`src/rtl/ysyx_24090012_ifu.sv`:
```
// rtl/ysyx_24090012_ifu.sv - instruction fetch unit: single-outstanding SRAM read master feeding decode
// Optional perf counters: define YSYX_24090012_IFU_PERF_EN to add o_fetch_cnt / o_stall_cnt.
module ysyx_24090012_ifu #(
    parameter logic [31:0] RESET_PC = 32'h8000_0000
) (
    input  logic        i_clk,
    input  logic        i_rst,
    // SRAM read/write master
    output logic [31:0] o_addr,
    output logic        o_arvalid,
    input  logic        i_arready,
    input  logic [31:0] i_rdata,
    input  logic        i_rvalid,
    output logic        o_rready,
    output logic        o_wen,
    output logic [31:0] o_wdata,
    output logic [3:0]  o_wmask,
    // decode stage
    output logic [31:0] o_inst,
    output logic [31:0] o_inst_pc,
    output logic        o_inst_valid,
    input  logic        i_inst_ready,
    // writeback redirect
    input  logic [31:0] i_next_pc,
    input  logic        i_pc_update
`ifdef YSYX_24090012_IFU_PERF_EN
    ,
    output logic [31:0] o_fetch_cnt,
    output logic [31:0] o_stall_cnt
`endif
);

    typedef enum logic [1:0] {
        S_IDLE    = 2'd0,
        S_FETCH   = 2'd1,
        S_HOLD    = 2'd2,
        S_WAIT_PC = 2'd3
    } state_t;

    state_t      r_state;
    state_t      w_next_state;
    logic [31:0] r_pc;
    logic        r_arvalid;
    logic [31:0] r_inst;
    logic [31:0] r_inst_pc;
    logic        r_inst_valid;

    logic        w_rd_hs;
    logic        w_dec_hs;
    logic        w_redirect;
    logic        w_unused;

    // Read data is only taken in FETCH, where rready is high; elsewhere rvalid is dropped.
    assign w_rd_hs    = (r_state == S_FETCH) && i_rvalid;
    assign w_dec_hs   = (r_state == S_HOLD) && r_inst_valid && i_inst_ready;
    assign w_redirect = (r_state == S_WAIT_PC) && i_pc_update;

    // arready is advisory only and the low next_pc bits are discarded by design.
    assign w_unused = ^{i_arready, i_next_pc[1:0]};

    // State register.
    always_ff @(posedge i_clk) begin
        if (i_rst) begin
            r_state <= S_IDLE;
        end else begin
            r_state <= w_next_state;
        end
    end

    // Next-state selection.
    always_comb begin
        w_next_state = r_state;
        case (r_state)
            S_IDLE:    w_next_state = S_FETCH;
            S_FETCH:   if (w_rd_hs)    w_next_state = S_HOLD;
            S_HOLD:    if (w_dec_hs)   w_next_state = S_WAIT_PC;
            S_WAIT_PC: if (w_redirect) w_next_state = S_FETCH;
            default:   w_next_state = S_IDLE;
        endcase
    end

    // State-decoded and fixed outputs.
    always_comb begin
        o_rready     = (r_state == S_FETCH);
        o_addr       = {r_pc[31:2], 2'b00};
        o_arvalid    = r_arvalid;
        o_inst       = r_inst;
        o_inst_pc    = r_inst_pc;
        o_inst_valid = r_inst_valid;
        o_wen        = 1'b0;
        o_wdata      = 32'h0;
        o_wmask      = 4'h0;
    end

    // Fetch datapath: pc, request valid and the buffered instruction.
    always_ff @(posedge i_clk) begin
        if (i_rst) begin
            r_pc         <= {RESET_PC[31:2], 2'b00};
            r_arvalid    <= 1'b0;
            r_inst       <= 32'h0;
            r_inst_pc    <= 32'h0;
            r_inst_valid <= 1'b0;
        end else begin
            // arvalid tracks entry into FETCH so it is registered, never combinational.
            r_arvalid <= (w_next_state == S_FETCH);
            if (w_rd_hs) begin
                r_inst       <= i_rdata;
                r_inst_pc    <= {r_pc[31:2], 2'b00};
                r_inst_valid <= 1'b1;
            end else if (w_dec_hs) begin
                r_inst_valid <= 1'b0;
            end
            if (w_redirect) begin
                r_pc <= {i_next_pc[31:2], 2'b00};
            end
        end
    end

`ifdef YSYX_24090012_IFU_PERF_EN
    logic [31:0] r_fetch_cnt;
    logic [31:0] r_stall_cnt;

    // Completed fetches and FETCH cycles spent waiting on the slave; both wrap naturally.
    always_ff @(posedge i_clk) begin
        if (i_rst) begin
            r_fetch_cnt <= 32'h0;
            r_stall_cnt <= 32'h0;
        end else if (r_state == S_FETCH) begin
            if (i_rvalid) begin
                r_fetch_cnt <= r_fetch_cnt + 32'd1;
            end else begin
                r_stall_cnt <= r_stall_cnt + 32'd1;
            end
        end
    end

    assign o_fetch_cnt = r_fetch_cnt;
    assign o_stall_cnt = r_stall_cnt;
`endif

endmodule

```
`config.mk`:
```
export PLATFORM = sky130hd
export DESIGN_NAME = ysyx_24090012_ifu
export DESIGN_NICKNAME = d
export VERILOG_FILES = /design/src/rtl/ysyx_24090012_ifu.sv
export SDC_FILE = /design/constraint.sdc
export NUM_CORES = 1
export LEC_CHECK = 0
export CORE_MARGIN = 4
export CORE_UTILIZATION = 28
export DETAILED_ROUTE_END_ITERATION = 16
export GPL_ROUTABILITY_DRIVEN = 0
export RECOVER_POWER = 25
export SLEW_MARGIN = 20
export SYNTH_ARGS = -nofsm -noshare
export SYNTH_HDL_FRONTEND = slang
export SYNTH_SLANG_ARGS = --single-unit
```
`constraint.sdc`:
```
create_clock -name i_clk -period 1.7 [get_ports i_clk]
set_clock_uncertainty 0.2 [all_clocks]
set_input_delay 0.34 -clock i_clk [delete_from_list [all_inputs] [get_ports i_clk]]
set_output_delay 0.34 -clock i_clk [all_outputs]
set_load 0.02 [all_outputs]
```
# ---- Word-level counts from Yosys, hierarchy flattened
# Cells that the tools add are included.
# W data, S select, Z words.
dict set report totals {
  reg_bits 96
  input_bits 70
  output_inout_bits 136
}
dict set report classes {
  eq_ne 4
  muxes 6
  reduce_logical 6
}
# cell count
set op_table {}
lappend op_table {{$pmux W2 S4} 1}
lappend op_table {{$mux W2} 3}
lappend op_table {{$eq A2 B1 Y1 const B} 2}
lappend op_table {{$eq A2 B2 Y1 const B} 2}
lappend op_table {{$logic_and A1 B1 Y1} 4}
lappend op_table {{$logic_not A2 Y1} 1}
lappend op_table {{$mux W1} 2}
lappend op_table {{$reduce_bool A2 Y1} 1}

# ---- Depth between registers and ports, before layout
# Gate-level depths: netlist (run 1).
dict set report logic_depth {
  word_depth 6
  mapped_depth 4
}

# ---- Worst setup path after synthesis (run 1)
# OpenSTA, ideal clock, no wires.
dict set report synth_path {
  path_kind {reg-to-reg}
  start {reg r_state[1]}
  end {reg r_inst_pc[10] (netlist: o_inst_pc[10])}
  setup_ns 0.072
  arrival_ns 1.028
  required_ns 1.428
  path_slack_ns 0.400
  stages_incl_launch_ff 5
  path_buffers 2
  cell_sequence {dfxtp_1 -> and3b_1 -> buf_6 -> buf_12 -> mux2i_1}
}
dict set report synth_via {
  elab_chain_len 2
}
# item line_no
set synth_rtl {}
lappend synth_rtl {{start, declared} 40} ;# state_t r_state;
lappend synth_rtl {{start signal, assigned} 66} ;# r_state <= w_next_state;
lappend synth_rtl {{$eq A2 B1 Y1} 54} ;# assign w_rd_hs = (r_state == S_FETCH) && i_rvalid;
lappend synth_rtl {{$logic_and A1 B1 Y1} 54}
lappend synth_rtl {{end signal, assigned} 108} ;# r_inst_pc <= {r_pc[31:2], 2'b00};
lappend synth_rtl {{end, declared} 45} ;# logic [31:0] r_inst_pc;
# Every way passes these cells.
# A chain may end at the register's enable or synchronous reset.

# ---- Final worst setup path (run 1)
dict set report layout_path {
  start {reg r_state[1]}
  end {reg r_inst_pc[3] (netlist: o_inst_pc[3])}
}
# The elaborated chain is that of the path after synthesis.

==> out/results.tsv, run 1 <==
stage	metric	value	unit
outcome	status	finished clean	
synthesis	share of the synthesized area in the top cell type	43.3	%
timing	final setup violation count	0	
detailed_routing	vias per cell	4.01	
final_layout	Layout Nets	650	
timing	fmax	621	MHz
min_path	worst hold path type	flop to flop	
cts	worst skew pair latency	0.34	ns
pwr	P per Cell Area	824	nW/um^2
critical_path	Setup crit end kind	flop	
floorplanning	IO Pins	206	
pwr	clock network fraction of total power	39.7	%
placed_design	hpwl dp	7530	um
synthesis	top post-synthesis cells by area	dfxtp_1, nand2b_1, mux2i_1	
cts	clock transition at the registers of the reported paths	0.07	ns
critical_path	critical-path cell list	buf_4 -> and3b_4 -> buf_6 -> mux2i_1	
critical_path	slowest CP cell	and3b_4	
cts	clk root buf	clkbuf_16	
critical_path	CP top delay family	buffers and inverters	
cts	clock buffer depth	2	
pwr	Pint	0.00390	W
critical_path	slowest stage delay, CP	0.32	ns
synthesis	Avg Inst Size Synth	10.4	um^2
floorplanning	Die Ht	134	um
cts	H-tree levels	3	
floorplanning	Core ar.	15400	um^2
pwr	sequential power share	45.8	%
cts	CTS tree	yes	
critical_path	Bufs and invs on worst path	2	
floorplanning	Starting Density	28.9	%
floorplanning	# rows	45	
detailed_routing	DR DRC count	0	
synthesis	sequential-to-total area share from yosys stat	43.3	%
global_route	antenna violations before repair	0	
synthesis	Mapped Cells	427	
final_layout	area growth from synthesis to layout	40.2	%
detailed_routing	DR WL/cell	13.1	um
detailed_routing	Vias	3192	
timing	RSZ-0062 raised after global routing	no	
pwr	overall power	0.00514	W
floorplanning	die width	134	um
pwr	Pleak	2.71	nW
global_route	first-pass GRT wire length	16800	um
timing	fin crit period	1.61	ns
job	maxcap violations	0	
timing	crit share post-route	94.6	%
pwr	maximum vdd drop	0.000439	V
detailed_routing	Post-Route WL	10400	um
pwr	Logic pwr share	14.5	%
timing	Final Hold Viols	0	
placed_design	DP Worst Slack	-0.146	ns
placed_design	placed instance area	6060	um^2
pwr	Net Sw Frac	24.0	%
critical_path	critical path class	flop to flop	
timing	setup ws final	0.0910	ns
cts	setup repair bufs after CTS	0	
synthesis	largest area contributor in the netlist	dfxtp_1	
critical_path	CP Max Fanout	25	
final_layout	fin util	40.5	%
synthesis	area of the mapped netlist	4440	um^2
synthesis	yosys warns	0	
detailed_routing	DR iter-0 viols	71	
global_route	pin count of the biggest net entering global routing	108	
placed_design	# port buffers	161	
pwr	Net Sw Power	0.00123	W
final_layout	design area	6230	um^2
global_route	global route total overflow	0	
final_layout	diode count	0	
global_route	GRT Util Overall	11.6	%
critical_path	Worst Path Required	1.76	ns
floorplanning	full die area	17900	um^2
synthesis	flops & latches, synth	96	
cts	CTS Buf Count	9	
final_layout	layout cell share with drive strength beyond 1	4.96	%
cts	clock sink count	96	
detailed_routing	first-pass iteration count of the detailed router	4	
critical_path	startpoint types	flop	
critical_path	crit path DAT	1.67	ns
synthesis	distinct cell type count after synthesis	20	
global_route	vias in the first global route	3331	
timing	Pins Over Slew Limit	0	
detailed_routing	post-route ant nets	0	
==> layout make-up <==
cell class                      count  area (um^2)
Sequential cell                    96         1920
Inverter                            2         7.51
Timing Repair Buffer              171         1610
Clock inverter                      3         40.0
Clock buffer                       13          260
Multi-Input combinational cell    300         2120
Tap cell                          211          264
Fill cell                        1575         9140
==> registers in the layout (all words and copies together), names as in the netlist <==
register,flops
o_arvalid,1
r_state,2
r_pc,30
o_inst_valid,1
o_inst_pc,30
o_inst,32
==> metal layers <==
metal | vias up | GRT usage (%) | part of all wire, %
li1 | 1599 | - | -
met1 | 1438 | 13.8 | 42
met2 | 142 | 17.7 | 43
met3 | 13 | 6.64 | 13
met4 | 0 | 3.94 | 1.5
met5 | - | 0 | 0
==> worst min-delay path: stages (launching register included) <==
cell,delay [ns]
dfxtp_1,0.31
nand2b_1,0.06
mux2i_1,0.05
==> synthesized netlist by cell type <==
master,instances
nor2_1,4
a311oi_1,1
buf_12,6
nand2b_1,154
and3b_1,1
o21ba_2,1
nand2_1,1
and3b_2,1
a2111oi_0,1
buf_6,4
clkbuf_1,15
and3_1,1
dfxtp_1,96
buf_2,3
nor3_1,1
buf_4,41
conb_1,1
mux2i_1,92
inv_1,2
a21oi_1,1
==> power by group through the flow <==
stage               logic, W  registers (W)  clock network, W
finish              0.000745        0.00235           0.00204
global route        0.000805        0.00236           0.00222
CTS                 0.000763        0.00235           0.00214
detailed placement  0.000804        0.00240                 0
global placement    0.000796        0.00240                 0
floorplan           0.000473        0.00248                 0
==> final timing paths <==
path / startpoint / endpoint / slack [ns] / cells past startpoint
setup / recovery: r_state[1] / o_inst_pc[3] / 0.09 / 4
hold / removal: o_inst[20] / o_inst[20] / 0.27 / 2
setup reg to reg: r_state[1] / o_inst_pc[3] / 0.09 / 4
hold reg to reg: o_inst[20] / o_inst[20] / 0.27 / 2
==> cell usage in the layout, fill, tap and decap left out <==
cell             count
buf_6                1
and3_1               1
nor3_1               1
clkbuf_16            9
buf_4                5
nor2_1               4
clkinv_2             2
nand2_1              1
a21oi_1              1
a2111oi_0            1
buf_12               4
o21ba_2              1
inv_1                2
dlygate4sd2_1       93
a311oi_1             1
dfxtp_1             96
mux2i_1             92
buf_2                2
bufinv_16            1
clkdlybuf4s50_1     65
clkdlybuf4s15_1      1
clkbuf_1             2
and3b_2              1
conb_1              41
nand2b_1           154
clkbuf_8             2
and3b_4              1
==> logic make-up after synthesis <==
family,synth area share [%]
compound gates,0.732
buf+inv,12.4
flops,43.3
mux,20.7
other cells,0.0844
simple gates,22.8
==> per-stage QoR <==
stage | setup TNS, ns | cells | hold WS, ns
after floorplan | 0 | 467 | 0.295
after global placement | -4.55 | 780 | 0.258
after detailed placement | -7.15 | 780 | 0.265
after CTS | 0 | 796 | 0.272
after global routing | 0 | 796 | 0.287
final | 0 | 796 | 0.269
==> timing repair <==
item / 4_1_cts / 5_1_grt
hold buffers: 0 / 0
gates resized for setup: 97 / 3
pin swaps: 0 / 0
setup endpoints to repair: 95 / 2
No activity file was read; power rests on OpenSTA's default activity.
==> inputs of run 2 (changes only) <==
--- a/config.mk
+++ b/config.mk
@@ -9,6 +9,7 @@
 export CORE_UTILIZATION = 28
 export DETAILED_ROUTE_END_ITERATION = 16
 export GPL_ROUTABILITY_DRIVEN = 0
+export PLACE_DENSITY = 0.6
 export RECOVER_POWER = 25
 export SLEW_MARGIN = 20
 export SYNTH_ARGS = -nofsm -noshare
==> results of run 2 <==
The final DEF is identical to that of run 1; final timing and power are the same.
